## src/rtl/dilithium_pkg.sv

```systemverilog
// ---------------------------------------------------------------------------
// dilithium_pkg
// Shared constants and types for the Dilithium modular-arithmetic blocks.
//   Q       : Dilithium prime modulus 8380417 = 2^23 - 2^13 + 1
//   COEFF_W : coefficient width (23 bits)
//   PROD_W  : full product width of two coefficients (46 bits)
//   coeff_t : 23-bit coefficient type
//   prod_t  : 46-bit product type
// ---------------------------------------------------------------------------
package dilithium_pkg;

  localparam int COEFF_W = 23;
  localparam int PROD_W  = 2 * COEFF_W;

  typedef logic [COEFF_W-1:0] coeff_t;
  typedef logic [PROD_W-1:0]  prod_t;

  localparam coeff_t Q = 23'd8380417;

  // Because 2^23 = Q + 2^13 - 1, the weight of bit 23 folds back to
  // 2^13 - 1 modulo Q. The reduction sub-module relies on this identity.
  localparam int FOLD_SHIFT = 13;

  // True when a coefficient lies in the canonical range [0, Q-1].
  function automatic logic in_range(input coeff_t x);
    return (x < Q);
  endfunction

endpackage

```

## src/rtl/red_D.sv

```systemverilog
// ---------------------------------------------------------------------------
// red_D
// Purely combinational reduction of a 46-bit product modulo Q.
// Correct for every 46-bit input value, not only products of reduced
// operands, so out-of-range operands still yield (a*b) mod Q.
//   product_i : 46-bit unsigned product
//   result_o  : product_i mod Q, in [0, Q-1]
// ---------------------------------------------------------------------------
module red_D
  import dilithium_pkg::*;
(
  input  logic [PROD_W-1:0]  product_i,
  output logic [COEFF_W-1:0] result_o
);

  // Each fold splits x = hi*2^23 + lo and replaces it with
  // hi*(2^13 - 1) + lo, which is congruent modulo Q and much smaller.
  // Bounds after each fold:
  //   fold 1: < 2^36          (hi is 23 bits)
  //   fold 2: < 75,481,089    (hi is 13 bits)
  //   fold 3: < 8,454,136     (hi is at most 8)  -> below 2Q
  // so one conditional subtraction of Q finishes the reduction.
  logic [22:0] hi1;
  logic [22:0] lo1;
  logic [35:0] fold1;
  logic [12:0] hi2;
  logic [22:0] lo2;
  logic [26:0] fold2;
  logic [3:0]  hi3;
  logic [22:0] lo3;
  logic [23:0] fold3;
  logic [23:0] minus_q;

  // Three folds followed by a final conditional subtract.
  always_comb begin
    hi1     = product_i[45:23];
    lo1     = product_i[22:0];
    fold1   = {hi1, 13'd0} - {13'd0, hi1} + {13'd0, lo1};

    hi2     = fold1[35:23];
    lo2     = fold1[22:0];
    fold2   = {1'b0, hi2, 13'd0} - {14'd0, hi2} + {4'd0, lo2};

    hi3     = fold2[26:23];
    lo3     = fold2[22:0];
    fold3   = {7'd0, hi3, 13'd0} - {20'd0, hi3} + {1'b0, lo3};

    minus_q = fold3 - {1'b0, Q};
    if (fold3 >= {1'b0, Q}) begin
      result_o = minus_q[22:0];
    end else begin
      result_o = fold3[22:0];
    end
  end

endmodule

```

## src/rtl/mod_mul_d.sv

```systemverilog
// ---------------------------------------------------------------------------
// mod_mul_d
// Three-stage pipelined modular multiplier: result = (a*b) mod Q.
//   S1 registers operands and range flag, S2 registers the 46-bit product,
//   S3 registers the reduced result. Valid/ready handshake on both sides;
//   the whole pipeline freezes while the output is valid and not taken.
// Parameters:
//   CHECK_RANGE : 1 -> err_o flags any operand >= Q; 0 -> err_o stays 0
// Ports:
//   clk_i     : clock, rising edge
//   rst_ni    : asynchronous active-low reset
//   a_i, b_i  : operands (23 bits)
//   valid_i   : operand pair valid
//   ready_o   : operand pair accepted this cycle (when valid_i)
//   result_o  : (a*b) mod Q
//   valid_o   : result_o valid
//   ready_i   : downstream takes the result
//   err_o     : operand range error, travels with result_o
//   busy_o    : any stage holds valid data
// ---------------------------------------------------------------------------
module mod_mul_d
  import dilithium_pkg::*;
#(
  parameter bit CHECK_RANGE = 1'b1
) (
  input  logic               clk_i,
  input  logic               rst_ni,
  input  logic [COEFF_W-1:0] a_i,
  input  logic [COEFF_W-1:0] b_i,
  input  logic               valid_i,
  output logic               ready_o,
  output logic [COEFF_W-1:0] result_o,
  output logic               valid_o,
  input  logic               ready_i,
  output logic               err_o,
  output logic               busy_o
);

  logic         s1_valid;
  logic         s2_valid;
  logic         s3_valid;
  coeff_t       s1_a;
  coeff_t       s1_b;
  logic         s1_err;
  prod_t        s2_prod;
  logic         s2_err;
  coeff_t       s3_res;
  logic         s3_err;
  coeff_t       red_res;
  logic         stall;
  logic         advance;
  logic         range_bad;

  // A single global stall: only the output stage can block, and when it
  // does every stage holds, so bubbles are never squeezed out.
  always_comb begin
    stall     = s3_valid && !ready_i;
    advance   = !stall;
    range_bad = CHECK_RANGE && (!in_range(a_i) || !in_range(b_i));
  end

  assign ready_o  = advance;
  assign valid_o  = s3_valid;
  assign result_o = s3_res;
  assign err_o    = s3_err;
  assign busy_o   = s1_valid | s2_valid | s3_valid;

  // Stage valid bits; these alone decide what is in flight, so clearing
  // them on reset discards every pending pair.
  always_ff @(posedge clk_i or negedge rst_ni) begin
    if (!rst_ni) begin
      s1_valid <= 1'b0;
      s2_valid <= 1'b0;
      s3_valid <= 1'b0;
    end else if (advance) begin
      s1_valid <= valid_i;
      s2_valid <= s1_valid;
      s3_valid <= s2_valid;
    end
  end

  // S1/S2 datapath carries no reset; its contents only matter when the
  // matching valid bit is set.
  always_ff @(posedge clk_i) begin
    if (advance) begin
      s1_a    <= a_i;
      s1_b    <= b_i;
      s1_err  <= range_bad;
      s2_prod <= prod_t'(s1_a) * prod_t'(s1_b);
      s2_err  <= s1_err;
    end
  end

  red_D u_red (
    .product_i (s2_prod),
    .result_o  (red_res)
  );

  // Output stage is reset so the visible outputs are clean after reset.
  // The error bit is gated with the S2 valid so a bubble never carries a
  // stale error flag onto err_o.
  always_ff @(posedge clk_i or negedge rst_ni) begin
    if (!rst_ni) begin
      s3_res <= '0;
      s3_err <= 1'b0;
    end else if (advance) begin
      s3_res <= red_res;
      s3_err <= s2_valid && s2_err;
    end
  end

endmodule

```

## config.mk

```make
export PLATFORM = sky130hd
export DESIGN_NAME = mod_mul_d
export DESIGN_NICKNAME = d
export VERILOG_FILES = /design/src/rtl/dilithium_pkg.sv /design/src/rtl/red_D.sv /design/src/rtl/mod_mul_d.sv
export SDC_FILE = /design/constraint.sdc
export NUM_CORES = 2
export LEC_CHECK = 0
export BUFFER_PORTS_ARGS = -buffer_cell sky130_fd_sc_hd__buf_2
export CORE_ASPECT_RATIO = 0.9
export CORE_MARGIN = 4
export CORE_UTILIZATION = 45
export DETAILED_ROUTE_END_ITERATION = 16
export GPL_TIMING_DRIVEN = 0
export PLACE_DENSITY = 0.62
export SYNTH_ARGS = -nofsm -noshare
export SYNTH_HDL_FRONTEND = slang
export SYNTH_SLANG_ARGS = --single-unit
```

## constraint.sdc

```tcl
create_clock -name clk_i -period 32.9 [get_ports clk_i]
set_input_delay 9.87 -clock clk_i [delete_from_list [all_inputs] [get_ports clk_i]]
set_output_delay 9.87 -clock clk_i [all_outputs]
set_load 0.05 [all_outputs]
```

# Word level (Yosys, flattened, before mapping)
# Index checks and enable logic that the tools add are counted.
[totals]
inputBits = 50
ff_bits = 121
[classes]
add_sub_neg = 7
muxes = 1
mul = 1
n_bitwise = 2
reduce_logical = 7
n_lt_le_gt_ge = 3
[ops]
columns = ["operator", "count"]
rows = [
  ["$lt A23 B23 Y1 const B", 2],
  ["$mul A23 B23 Y46", 1],
  ["$add A36 B23 Y36", 1],
  ["$sub A36 B23 Y36", 1],
  ["$add A27 B23 Y27", 1],
  ["$sub A26 B13 Y27", 1],
  ["$add A24 B23 Y24", 1],
  ["$ge A24 B23 Y1 const B", 1],
  ["$mux W23", 1],
  ["$sub A23 B23 Y23 const B", 1],
  ["$sub A17 B4 Y18", 1],
  ["$logic_not A1 Y1", 4],
  ["$logic_and A1 B1 Y1", 2],
  ["$or A1 B1 Y1", 2],
  ["$logic_or A1 B1 Y1", 1],
]

# Longest topological paths before layout
[depth]
depth_word = 8
ltp_mapped = 50

# Hierarchy
# Synthesis repeated with hierarchy kept, for this count alone.
[hier_totals]
cells_unflattened = 3036
area_unflattened_um2 = 27550.2
[by_module_without_submodules]
columns = ["module", "area_each_um2", "cells_per_inst", "instances"]
rows = [
  ["mod_mul_d", 21603.2, 2201, 1],
  ["red_D", 5947.0, 835, 1],
]

# Worst setup path before layout
# OpenSTA, ideal clock, no wires.
[synth_timing]
kind = "input -> output"
startpoint = "input ready_i"
endpoint = "output ready_o"
required_time_ns = 23.030
cell_stages = 4
arrival_ns = 13.420
path_buffers = 2
path_slack_ns = 9.610
cell_sequence = "nor2b_1 inv_1 clkbuf_1 clkbuf_1"
[synth_via]
elab_chain_len = 3
[synth_rtl]
columns = ["item", "line_no", "text"]
rows = [
  ["start: declaration", "mod_mul_d.sv:34", "input logic ready_i,"],
  ["$logic_not A1 Y1", "mod_mul_d.sv:57", "stall = s3_valid && !ready_i;"],
  ["$logic_and A1 B1 Y1", "mod_mul_d.sv:57", ""],
  ["$logic_not A1 Y1", "mod_mul_d.sv:58", "advance = !stall;"],
  ["end: declaration", "mod_mul_d.sv:31", "output logic ready_o,"],
]
# No other way between the ends.

# Worst setup path after layout
# Same ends and word-level chain as after synthesis.

==> reports/metrics.csv <==
stage,metric,value,unit
flow_run,max-cap viol count,0,
routing,DRT iter0 DRCs,1536,
logic_synthesis,sequential share of the synthesized area,0.133,
cts,clk buf depth,2,
routing,antenna-violating nets left,0,
sta,Worst Tran Pin Value,1.25,ns
outcome,status,finished clean,
setup_path,CP Data Arrival Time,11.56,ns
setup_path,reg-to-reg endpoint,result_o[1]$_DFFE_PN0N_,
final_layout,Fillers,5567,
placement,Final Wtd Congestion,0.953,
grt,vias in the first global route,21273,
routing,per-cell routed wire length,21.4,µm
logic_synthesis,leading cell types by count after synthesis,"inv_1, fa_1, nand2_1, ha_1, and2_1",
sta,setup_tns,0,ns
logic_synthesis,Main synth FF type,edfxtp_1,
grt,initial antenna violation count,5,
setup_path,required time of the critical path,23.03,ns
logic_synthesis,synthesized area per cell,9.16,µm²
setup_path,Critical R2R Launch,s2_prod[38]$_DFFE_PN_,
die,core area,57500,µm²
grt,first-pass GRT wire length,124,mm
routing,drt drc,0,
sta,Fin. Hold Viols,0,
routing,drt total wl,80.5,mm
logic_synthesis,Synth top area share,0.342,
sta,Rel. slew slack,0.158,
logic_synthesis,synthesized instance count,2879,
routing,TritonRoute pass-1 iters,5,
setup_path,CP max stage delay,0.64,ns
setup_path,Reg2Reg Depth,47,
cts,Skew-Pair Late Insertion Delay,0.49,ns
cts,root buffer cell,clkbuf_16,
die,count of standard-cell rows,83,
sta,setup violators final,0,
sta,fmax,46.7,MHz
grt,all-layer global routing usage,0.259,
die,Die Y,238,µm
sta,unrepaired setup endpoints after global routing,no,
die,Starting Density,0.458,
sta,final setup skew,0.0260,ns
cts,"Hold-fix buffers, CTS",0,
placement,input/output buffers,76,
worst_hold_path,Worst Hold Launch,s1_err$_DFFE_PN_,
die,chip width,263,µm
cts,post-CTS setup buffer count,0,
final_layout,final net count,3757,
final_layout,share of layout cells above drive strength 1,0.0525,
setup_path,critical path class,input port to output port,
grt,largest net degree at the start of global routing,70,
setup_path,CP max FO,36,
logic_synthesis,"Warnings, synthesis",0,
grt,global route overflow,0,
worst_hold_path,depth of the worst hold-timing path,0,
logic_synthesis,Synth Register Bits,121,
placement,HPWL after DPL,67.5,mm
cts,H-tree depth,4,
worst_hold_path,Min-Delay Path Class,register to register,
logic_synthesis,"FFs w/ async S/R, synth",0.223,
routing,vias per cell,5.53,
logic_synthesis,most common cell in the synthesized netlist,inv_1,
sta,count of pins over their slew limit,0,
setup_path,"Top cell by count, worst path",buf_2,
setup_path,flop-to-flop setup slack,20.24,ns
cts,total CTS buffers,17,
logic_synthesis,post-synthesis cell type count,82,
worst_hold_path,Worst Hold End,s2_err$_DFFE_PN_,
die,# IOs,77,
cts,CTS Sinks,121,
sta,Period minus WS final,21.43,ns
setup_path,"Cell Chain, Critical Path",buf_2 -> nor2b_1 -> inv_1 -> clkbuf_1 -> clkbuf_4 -> buf_2,
setup_path,"slowest stage cell, crit path",clkbuf_4,
final_layout,Area growth syn-to-layout,7.51,%
logic_synthesis,Post-Syn Nets,3661,
cts,post-CTS resize count,0,
routing,vias,20769,
cts,CTS tree,built,
logic_synthesis,Syn Std Cell Area,26400,µm²
sta,Tcrit/Tclk final,0.651,
logic_synthesis,"area leader, netlist",fa_1,
logic_synthesis,Synth area leaders,"fa_1, ha_1, edfxtp_1",
cts,Worst-path clk slew,0.06,ns
die,Die ar.,62500,µm²
setup_path,critical path capture point type,output port,
setup_path,CP startpoint kind,input port,
logic_synthesis,number of flops mapped to enable cells by yosys,94,
-- state kept, by name, summed over array words and instances, names as in the netlist --
| register | flops |
|---|---|
| result_o | 23 |
| s2_prod | 46 |
| s2_valid | 1 |
| s1_b | 23 |
| s1_a | 23 |
| s2_err | 1 |
| err_o | 1 |
| s1_err | 1 |
| valid_o | 1 |
| s1_valid | 1 |
-- cell families (layout without fill, tap and decap cells) --
family / Yosys count / in the layout / synth area share
AO/OA/AOI/OAI: 366 / 366 / 0.0957
AND/OR/NAND/NOR: 863 / 863 / 0.156
adder cells (fa/ha/maj): 732 / 732 / 0.476
buffers and inverters: 663 / 772 / 0.0950
XOR/XNOR: 126 / 126 / 0.0421
flip-flops: 121 / 121 / 0.133
multiplexers: 8 / 8 / 0.00308
other: 0 / 5 / 0
-- placed cells by master, fill, tap and decap left out, types with 44 or more instances in the layout --
cell      Yosys  layout
edfxtp_1     94      94
xnor2_1      82      82
o21ai_0      44      44
inv_1       554     554
clkbuf_1    104     103
and2_1      172     172
a21o_1       46      46
buf_2         3      79
nand2_1     443     443
a21oi_1     101     101
ha_1        281     281
fa_1        451     451
nor2_1       74      74
-- metrics by stage --
step	setup slack [ns]	hold slack (ns)	utilization	cells	instance area, µm²
6_report	11.47	0.422	0.493	3758	28300
2_1_floorplan	9.61	0.400	-	2879	26400
3_5_place_dp	11.47	0.409	0.482	3721	27700
5_1_grt	11.35	0.448	0.492	3753	28300
4_1_cts	11.47	0.424	0.492	3753	28300
3_3_place_gp	7.69	0.417	0.481	3720	27700
-- critical path, delay by kind of cell --
family / cells / cell delay [ns]
buffers and inverters: 5 / 1.57
and+or+nand+nor: 1 / 0.09
-- layout make-up --
type / instances / area [µm²] / share of cell area
Antenna cell: 5 / 12.5 / 0.000441
Buffer: 109 / 428 / 0.0151
Clock buffer: 18 / 450 / 0.0159
Clock inverter: 14 / 149 / 0.00525
Inverter: 554 / 2080 / 0.0734
Multi-Input combinational cell: 2095 / 20400 / 0.718
Sequential cell: 121 / 3500 / 0.123
Tap cell: 765 / 957 / 0.0338
Timing Repair Buffer: 77 / 408 / 0.0144
-- worst max-delay path by stage --
| stage | start | to | depth (start not counted) |
|---|---|---|---|
| detailed placement | ready_i | ready_o | 6 |
| finish | ready_i | ready_o | 6 |
| global route | ready_i | ready_o | 6 |
| CTS | ready_i | ready_o | 6 |
| floorplan | ready_i | ready_o | 4 |
| global placement | ready_i | ready_o | 6 |
-- routing by layer --
| layer | up-vias | track usage | share of wire |
|---|---|---|---|
| li1 | 9311 | - | - |
| met1 | 10507 | 0.347 | 0.42 |
| met2 | 798 | 0.404 | 0.45 |
| met3 | 151 | 0.0773 | 0.099 |
| met4 | 2 | 0.0874 | 0.036 |
| met5 | - | 0 | 0.00022 |
Power is left out: the tool's default activity adds up to more than one toggle a clock period on the data nets, which glitch-free logic cannot reach.
